===== config.mk =====
export PLATFORM = sky130hd
export DESIGN_NAME = spi_reg_ctrl
export DESIGN_NICKNAME = d
export VERILOG_FILES = /design/src/rtl/spi_reg_pkg.sv /design/src/rtl/spi_reg_ctrl.sv
export SDC_FILE = /design/constraint.sdc
export NUM_CORES = 1
export LEC_CHECK = 0
export CORE_MARGIN = 5
export CORE_UTILIZATION = 30
export DETAILED_ROUTE_END_ITERATION = 8
export PLACE_DENSITY = 0.63
export SLEW_MARGIN = 20
export SYNTH_ARGS = -nofsm -noshare
export SYNTH_HDL_FRONTEND = slang
export SYNTH_SLANG_ARGS = --single-unit

===== constraint.sdc =====
create_clock -name clk -period 1.9 [get_ports clk]
set_input_delay 0.285 -clock clk [delete_from_list [all_inputs] [get_ports clk]]
set_output_delay 0.285 -clock clk [all_outputs]
set_load 0.05 [all_outputs]

===== src/rtl/spi_reg_pkg.sv =====
// Shared state encoding and constants for the SPI-to-register-bus bridge.
package spi_reg_pkg;

  typedef enum logic [2:0] {
    ST_IDLE     = 3'd0,
    ST_CMD      = 3'd1,
    ST_WR       = 3'd2,
    ST_RD_FETCH = 3'd3,
    ST_RD_WAIT  = 3'd4
  } state_t;

  localparam int         CMD_RD_BIT      = 7;
  localparam logic [7:0] STATUS_BYTE_DEF = 8'hA5;

endpackage


===== src/rtl/spi_reg_ctrl.sv =====
// SPI slave byte stream to register bus bridge: command byte sets mode and start
// address, following bytes are burst writes or dummy bytes that trigger reads.
//
// state       | meaning
// ST_IDLE     | deselected, waiting for ss low
// ST_CMD      | status byte on tx_data, waiting for command byte
// ST_WR       | write burst, each byte becomes a bus write
// ST_RD_FETCH | read burst; bus_re high = fetch issued, low = waiting for dummy byte
// ST_RD_WAIT  | bus_rdata valid, captured into tx_data
module spi_reg_ctrl
  import spi_reg_pkg::*;
#(
  parameter int         ADDR_W      = 7,
  parameter logic [7:0] STATUS_BYTE = STATUS_BYTE_DEF
) (
  input  logic              clk,
  input  logic              rst,
  input  logic              ss,
  input  logic              rx_valid,
  input  logic [7:0]        rx_data,
  output logic [7:0]        tx_data,
  output logic [ADDR_W-1:0] bus_addr,
  output logic [7:0]        bus_wdata,
  output logic              bus_we,
  output logic              bus_re,
  input  logic [7:0]        bus_rdata,
  output logic              busy,
  output logic              overrun
);

  localparam logic [ADDR_W-1:0] ADDR_ONE = ADDR_W'(1);

  state_t              state_q, state_nxt;
  logic [7:0]          tx_nxt, wdata_nxt;
  logic [ADDR_W-1:0]   addr_nxt;
  logic                we_nxt, re_nxt, ovr_nxt;

  always_comb begin
    state_nxt = state_q;
    tx_nxt    = tx_data;
    // bus_addr doubles as the burst counter: it advances right after each write strobe
    addr_nxt  = bus_we ? bus_addr + ADDR_ONE : bus_addr;
    wdata_nxt = bus_wdata;
    we_nxt    = 1'b0;
    re_nxt    = 1'b0;
    ovr_nxt   = overrun;
    if (ss) begin
      state_nxt = ST_IDLE;
    end else begin
      unique case (state_q)
        ST_IDLE: begin
          state_nxt = ST_CMD;
          tx_nxt    = STATUS_BYTE;
          ovr_nxt   = 1'b0;
        end
        ST_CMD: begin
          if (rx_valid) begin
            addr_nxt = rx_data[ADDR_W-1:0];
            if (rx_data[CMD_RD_BIT]) begin
              state_nxt = ST_RD_FETCH;
              re_nxt    = 1'b1;
            end else begin
              state_nxt = ST_WR;
            end
          end
        end
        ST_WR: begin
          if (rx_valid) begin
            we_nxt    = 1'b1;
            wdata_nxt = rx_data;
          end
        end
        ST_RD_FETCH: begin
          if (bus_re) begin
            state_nxt = ST_RD_WAIT;
            if (rx_valid) ovr_nxt = 1'b1;
          end else if (rx_valid) begin
            addr_nxt = bus_addr + ADDR_ONE;
            re_nxt   = 1'b1;
          end
        end
        ST_RD_WAIT: begin
          state_nxt = ST_RD_FETCH;
          tx_nxt    = bus_rdata;
          if (rx_valid) ovr_nxt = 1'b1;
        end
        default: state_nxt = ST_IDLE;
      endcase
    end
  end

  always_ff @(posedge clk or negedge rst) begin
    if (!rst) begin
      state_q   <= ST_IDLE;
      tx_data   <= 8'h00;
      bus_addr  <= '0;
      bus_wdata <= 8'h00;
      bus_we    <= 1'b0;
      bus_re    <= 1'b0;
      overrun   <= 1'b0;
    end else begin
      state_q   <= state_nxt;
      tx_data   <= tx_nxt;
      bus_addr  <= addr_nxt;
      bus_wdata <= wdata_nxt;
      bus_we    <= we_nxt;
      bus_re    <= re_nxt;
      overrun   <= ovr_nxt;
    end
  end

  assign busy = (state_q != ST_IDLE);

endmodule


* After elaboration in Yosys (flattened, before gate mapping)
Cells that the tools add are included.
** Word-level totals
- Register bits after elaboration :: 29
- Input port bits :: 20
- Output and inout port bits :: 27
- Word-level logic and storage cells :: 48
** Cells by class
- $add $sub $neg :: 1
- Equal/unequal tests :: 8
- Muxes and demuxes :: 23
- Bitwise operators :: 1
- Reduce and logical (&&, ||, !) cells :: 8
** Operators by type and width (count)
- 7-bit two-way mux :: 5
- 8-bit case mux with 2 select lines :: 1
- 3-bit case mux with 5 select lines :: 1
- 7-bit case mux with 2 select lines :: 1
- 1-bit two-way mux :: 10
- 3-bit two-way mux :: 3
- 3-bit AND reduction :: 3
- 7-bit by 1-bit adder with 7-bit output (second input constant) :: 1
- 3-bit by 2-bit == test with 1-bit output (second input constant) :: 2
- 3-bit != test (second input constant) :: 2
- 3-bit nonzero test :: 2
- 2-bit != test (second input constant) :: 2
- 3-bit by 1-bit == test with 1-bit output (second input constant) :: 1
- 3-bit == test (second input constant) :: 1
- 3-bit logical NOT :: 1
- 1-bit case mux with 3 select lines :: 1
- 1-bit case mux with 2 select lines :: 1
- 2-bit AND reduction :: 1
- 2-bit nonzero test :: 1
- 1-bit inverter :: 1

* Logic depth before layout (Yosys ltp)
- Depth in word-level cells :: 6
- Gate-level depth with buffers :: 6
- Gate-level depth less buffers :: 5

* Worst setup path after synthesis
No wires, ideal clock.
- Path type :: register -> register
- From :: reg bus_addr[0]
- To :: reg bus_addr[6]
- Setup time :: 0.131 ns
- Arrival :: 1.647 ns
- Data required time :: 1.769 ns
- Setup slack :: 0.123 ns
- Stages on the path, launching flop included :: 6
- Path buffers :: 0
- Period minus slack after synthesis :: 1.777 ns
- Cell sequence :: dfrtp_1 -> ha_1 -> nand4_1 -> o21a_1 -> o31ai_1 -> a211oi_1
** On the way
- Cells in the longest elaborated chain, start to end :: 6
- Elaborated cells between the ends (all ways) :: 7
- Classes of those cells :: 1 x add/sub; 6 x mux
** RTL lines
- start, declared :: line spi_reg_ctrl.sv:22 : output logic [ADDR_W-1:0] bus_addr,
- start signal, assigned :: line spi_reg_ctrl.sv:104 : bus_addr <= addr_nxt;
- 7-bit by 1-bit adder with 7-bit output * :: line spi_reg_ctrl.sv:42, spi_reg_ctrl.sv:78
- 7-bit two-way mux :: line spi_reg_ctrl.sv:42 : addr_nxt = bus_we ? bus_addr + ADDR_ONE : bus_addr;
- 7-bit two-way mux :: line spi_reg_ctrl.sv:77 : end else if (rx_valid) begin
- 7-bit two-way mux :: line spi_reg_ctrl.sv:74 : if (bus_re) begin
- 7-bit case mux with 2 select lines :: line spi_reg_ctrl.sv:50 : unique case (state_q)
- 7-bit two-way mux * :: line spi_reg_ctrl.sv:47 : if (ss) begin
- net addr_nxt[6] :: line spi_reg_ctrl.sv:35 : logic [ADDR_W-1:0] addr_nxt;
Mark *: on every way through the listed nets, which the timed path passes. The rest lies on a longest branch.
A chain may end at the register's enable or synchronous reset.

* Worst setup path in the final report
- From :: reg state_q[2]
- To :: out busy
** On the way
- Cells in the longest elaborated chain, start to end :: 1
** RTL lines
- start, declared :: line spi_reg_ctrl.sv:33 : state_t state_q, state_nxt;
- start signal, assigned :: line spi_reg_ctrl.sv:102 : state_q <= state_nxt;
- 3-bit nonzero test :: line spi_reg_ctrl.sv:112 : assign busy = (state_q != ST_IDLE);
- end, declared :: line spi_reg_ctrl.sv:27 : output logic busy,
No other way between the ends.

==> flow_summary.yaml <==
sta:
  fmax_mhz: 554
  timing.final.crit_share_pct: 95.0
  hold_ws_ps: 393
  finalSetupTns_ps: 0
  fin_crit_ps: 1810
  hold_violations: 0
  setup_ws_ps: 94.1
  fin_skew_ps: 8.54
  worst_pin_slew_ps: 576
  final-setup-viol-count: 0
  drv_slew: 0
  maxSlewHeadroom_pct: 61.6
  rsz0062_at_grt: "no"
synthesis:
  synth_top_area_share_pct: 45.4
  yosys.area_share.simple_pct: 20.6
  synth_area_per_cell_um2: 9.69
  yosys_warnings: 0
  synth_edf_count: 0
  synth_xor_area_share_pct: 3.29
  synth.most_common_cell: "dfrtp_1"
  synth_largest_area_cell: "dfrtp_1"
  synth.top_cells.by_count: "29 x dfrtp_1, 15 x nand2_1, 10 x nor2_1, 9 x nand3_1, 8 x mux2_2"
  synth_fa_ha_area_share_pct: 0.782
  syn_nets: 186
  ys_seq_elements: 29
  synth_area_mm2: 0.00160
  synth_area_leaders: "dfrtp_1 45%, mux2_2 5.6%, nand2_1 3.5%, nand3_1 2.8%, a31oi_1 2.7%"
  syn_inst: 165
  synth_cell_types: 44
  synth_ff_type: "dfrtp_1"
  async_flop_share_pct: 100
  ys_seq_area_share_pct: 45.4
  synth_top_family_by_area: "simple AND/OR/NAND/NOR gates"
  synth_compound_area_share_pct: 16.4
  synth_mux_area_share_pct: 8.14
worst_setup_path:
  required_ps: 1620
  path_class: "flip-flop to output port"
  rrSetupSlack_ps: 340
  crit_fanout: 12
  cpMostUsedCell: "buf_4"
  crit_chain: "buf_4 -> or3_1 -> buf_4"
  critPathCaptureType: "output port"
  critPathLaunchType: "flip-flop"
  worst-path-stages: 3
  crit_arrival_ps: 1520
  slowest_stage: "dfrtp_1"
  critical-path-top-delay-family: "flip-flops"
  critPathBufInv: 2
  ff2ff_path_depth: 5
  cp_slowest_stage_delay_ps: 460
placement:
  io_buffers: 46
  dpl.cell_count: 281
  hpwlAfterDp_mm: 2.98
  pre_cts_slack_ps: 30.9
  gp_congestion: 0.755
  place_area_mm2: 0.00216
power:
  irDropWorstVdd_mv: 0.683
  p_sw_mw: 1.28
  power_density_mw_per_mm2: 1280
  p_seq_share_pct: 33.0
  comb_power_share_pct: 47.8
  power.share.clock_pct: 19.3
  totalPowerFinal_mw: 2.90
  p_int_mw: 1.62
  leakagePower_nw: 0.982
  swShare_pct: 44.0
clock_network:
  post-cts-setup-buffer-count: 0
  cts.clk_slew.worst_paths_ps: 70
  cts_buffers: 5
  cts_tree: "built"
  postCtsHoldBufs: 0
  clk_latency_ps: 280
  cts_sinks: 29
  cts-root-buf: "clkbuf_8"
  cts_resized: 0
  clock_path_buffers: 2
  htreeDepth: 2
floorplanning:
  start_util_pct: 31.1
  core-area_mm2: 0.00514
  io_pins: 47
  rows: 26
  dieArea_mm2: 0.00689
  chipWidth_um: 83.0
  die_y_um: 83.0
routing:
  final_antenna_net_count: 0
  drc_errors: 0
  viasPerCell: 4.81
  vias: 1391
  drtIter0Drc: 100
  wl_per_cell_um: 14.1
  routed_wl_mm: 4.08
  firstDrtPassIters: 4
global_routing:
  grt_pass1_vias: 1369
  met2_usage_pct: 17.3
  grt_use_met3_pct: 2.97
  gr-max-usage-layer: "met2"
  overflow: 0
  use_met1_pct: 17.0
  grt_pass1_wl_mm: 6.80
  antenna_found_initial: 0
  gr-usage-all-layers_pct: 12.0
  grt_max_degree: 30
layout:
  drive_above_1_share_pct: 20.1
  syn_to_final_growth_pct: 41.6
  final_core_utilization_pct: 44.1
  fin_nets: 239
  stdcell_count: 289
  diodes: 0
  stdcell_area_mm2: 0.00226
run:
  maxCapViolCount: 0
run_status:
  status: "finished, final reports clean"
min_path:
  hold_path_class: "primary input to async pin"
[area by class of cell]
cell class / instances / area (µm²)
Inverter: 7 / 26.3
Timing Repair Buffer: 58 / 538
Multi-Input combinational cell: 117 / 786
Fill cell: 533 / 2880
Clock buffer: 7 / 96.3
Tap cell: 70 / 87.6
Clock inverter: 1 / 5.00
Sequential cell: 29 / 726
[final timing paths]
kind / start / endpoint
setup / recovery: state_q[2]$_DFFE_PN0P_ / busy
min in group clk: tx_data[1]$_DFFE_PN0P_ / tx_data[1]$_DFFE_PN0P_
max in group asynchronous: rst / state_q[1]$_DFFE_PN0P_
hold reg to reg: tx_data[1]$_DFFE_PN0P_ / tx_data[1]$_DFFE_PN0P_
setup reg to reg: bus_addr[0]$_DFF_PN0_ / bus_addr[6]$_DFF_PN0_
hold / removal: rst / overrun$_DFFE_PN0P_
[power by group through the flow]
stage	combinational, mW	clock (mW)	sequential, mW
floorplan	0.449	0	1.44
global placement	1.38	0	0.969
detailed placement	1.39	0	0.964
CTS	1.40	0.584	0.955
global route	1.47	0.609	0.982
finish	1.39	0.559	0.956
[metal layers]
layer	part of all wire, %	vias to the layer above
li1	-	698
met1	50	667
met2	46	24
met3	2.8	2
met4	1.0	0
met5	0	-
[state kept, by name (all words and copies together) (netlist names)]
signal,flops
tx_data,8
bus_we,1
overrun,1
bus_re,1
bus_wdata,8
state_q,3
bus_addr,7
[logic make-up after synthesis]
logic type	count (synthesis)
muxes	12
AOI/OAI and AO/OA	38
and+or+nand+nor	60
DFF	29
adders and majority gates	1
buffers and inverters	19
xor gates and xnor gates	6
[cells in the final DEF, fill, tap and decap left out, drive strengths merged, types with 2 or more instances in the layout]
cell type      netlist  final
nand2               15     15
nor2                11     11
a21oi                5      5
buf                  8     22
a211oi               2      2
o21a                 2      2
a311oi               2      2
nand3                9      9
nand4                4      4
o31ai                2      2
o22a                 2      2
clkdlybuf4s50        0     36
o21ai                4      4
mux2i                4      4
mux2                 8      8
dfrtp               29     29
o22ai                3      3
a31o                 2      2
a31oi                7      7
and3                 3      3
nor2b                2      2
or3                  3      3
nor3b                2      2
inv                  7      7
xor2                 4      4
o211ai               2      2
clkbuf               4      7
nor3                 3      3
xnor2                2      2
nand2b               3      3
Power figures use the tool's default switching activity.
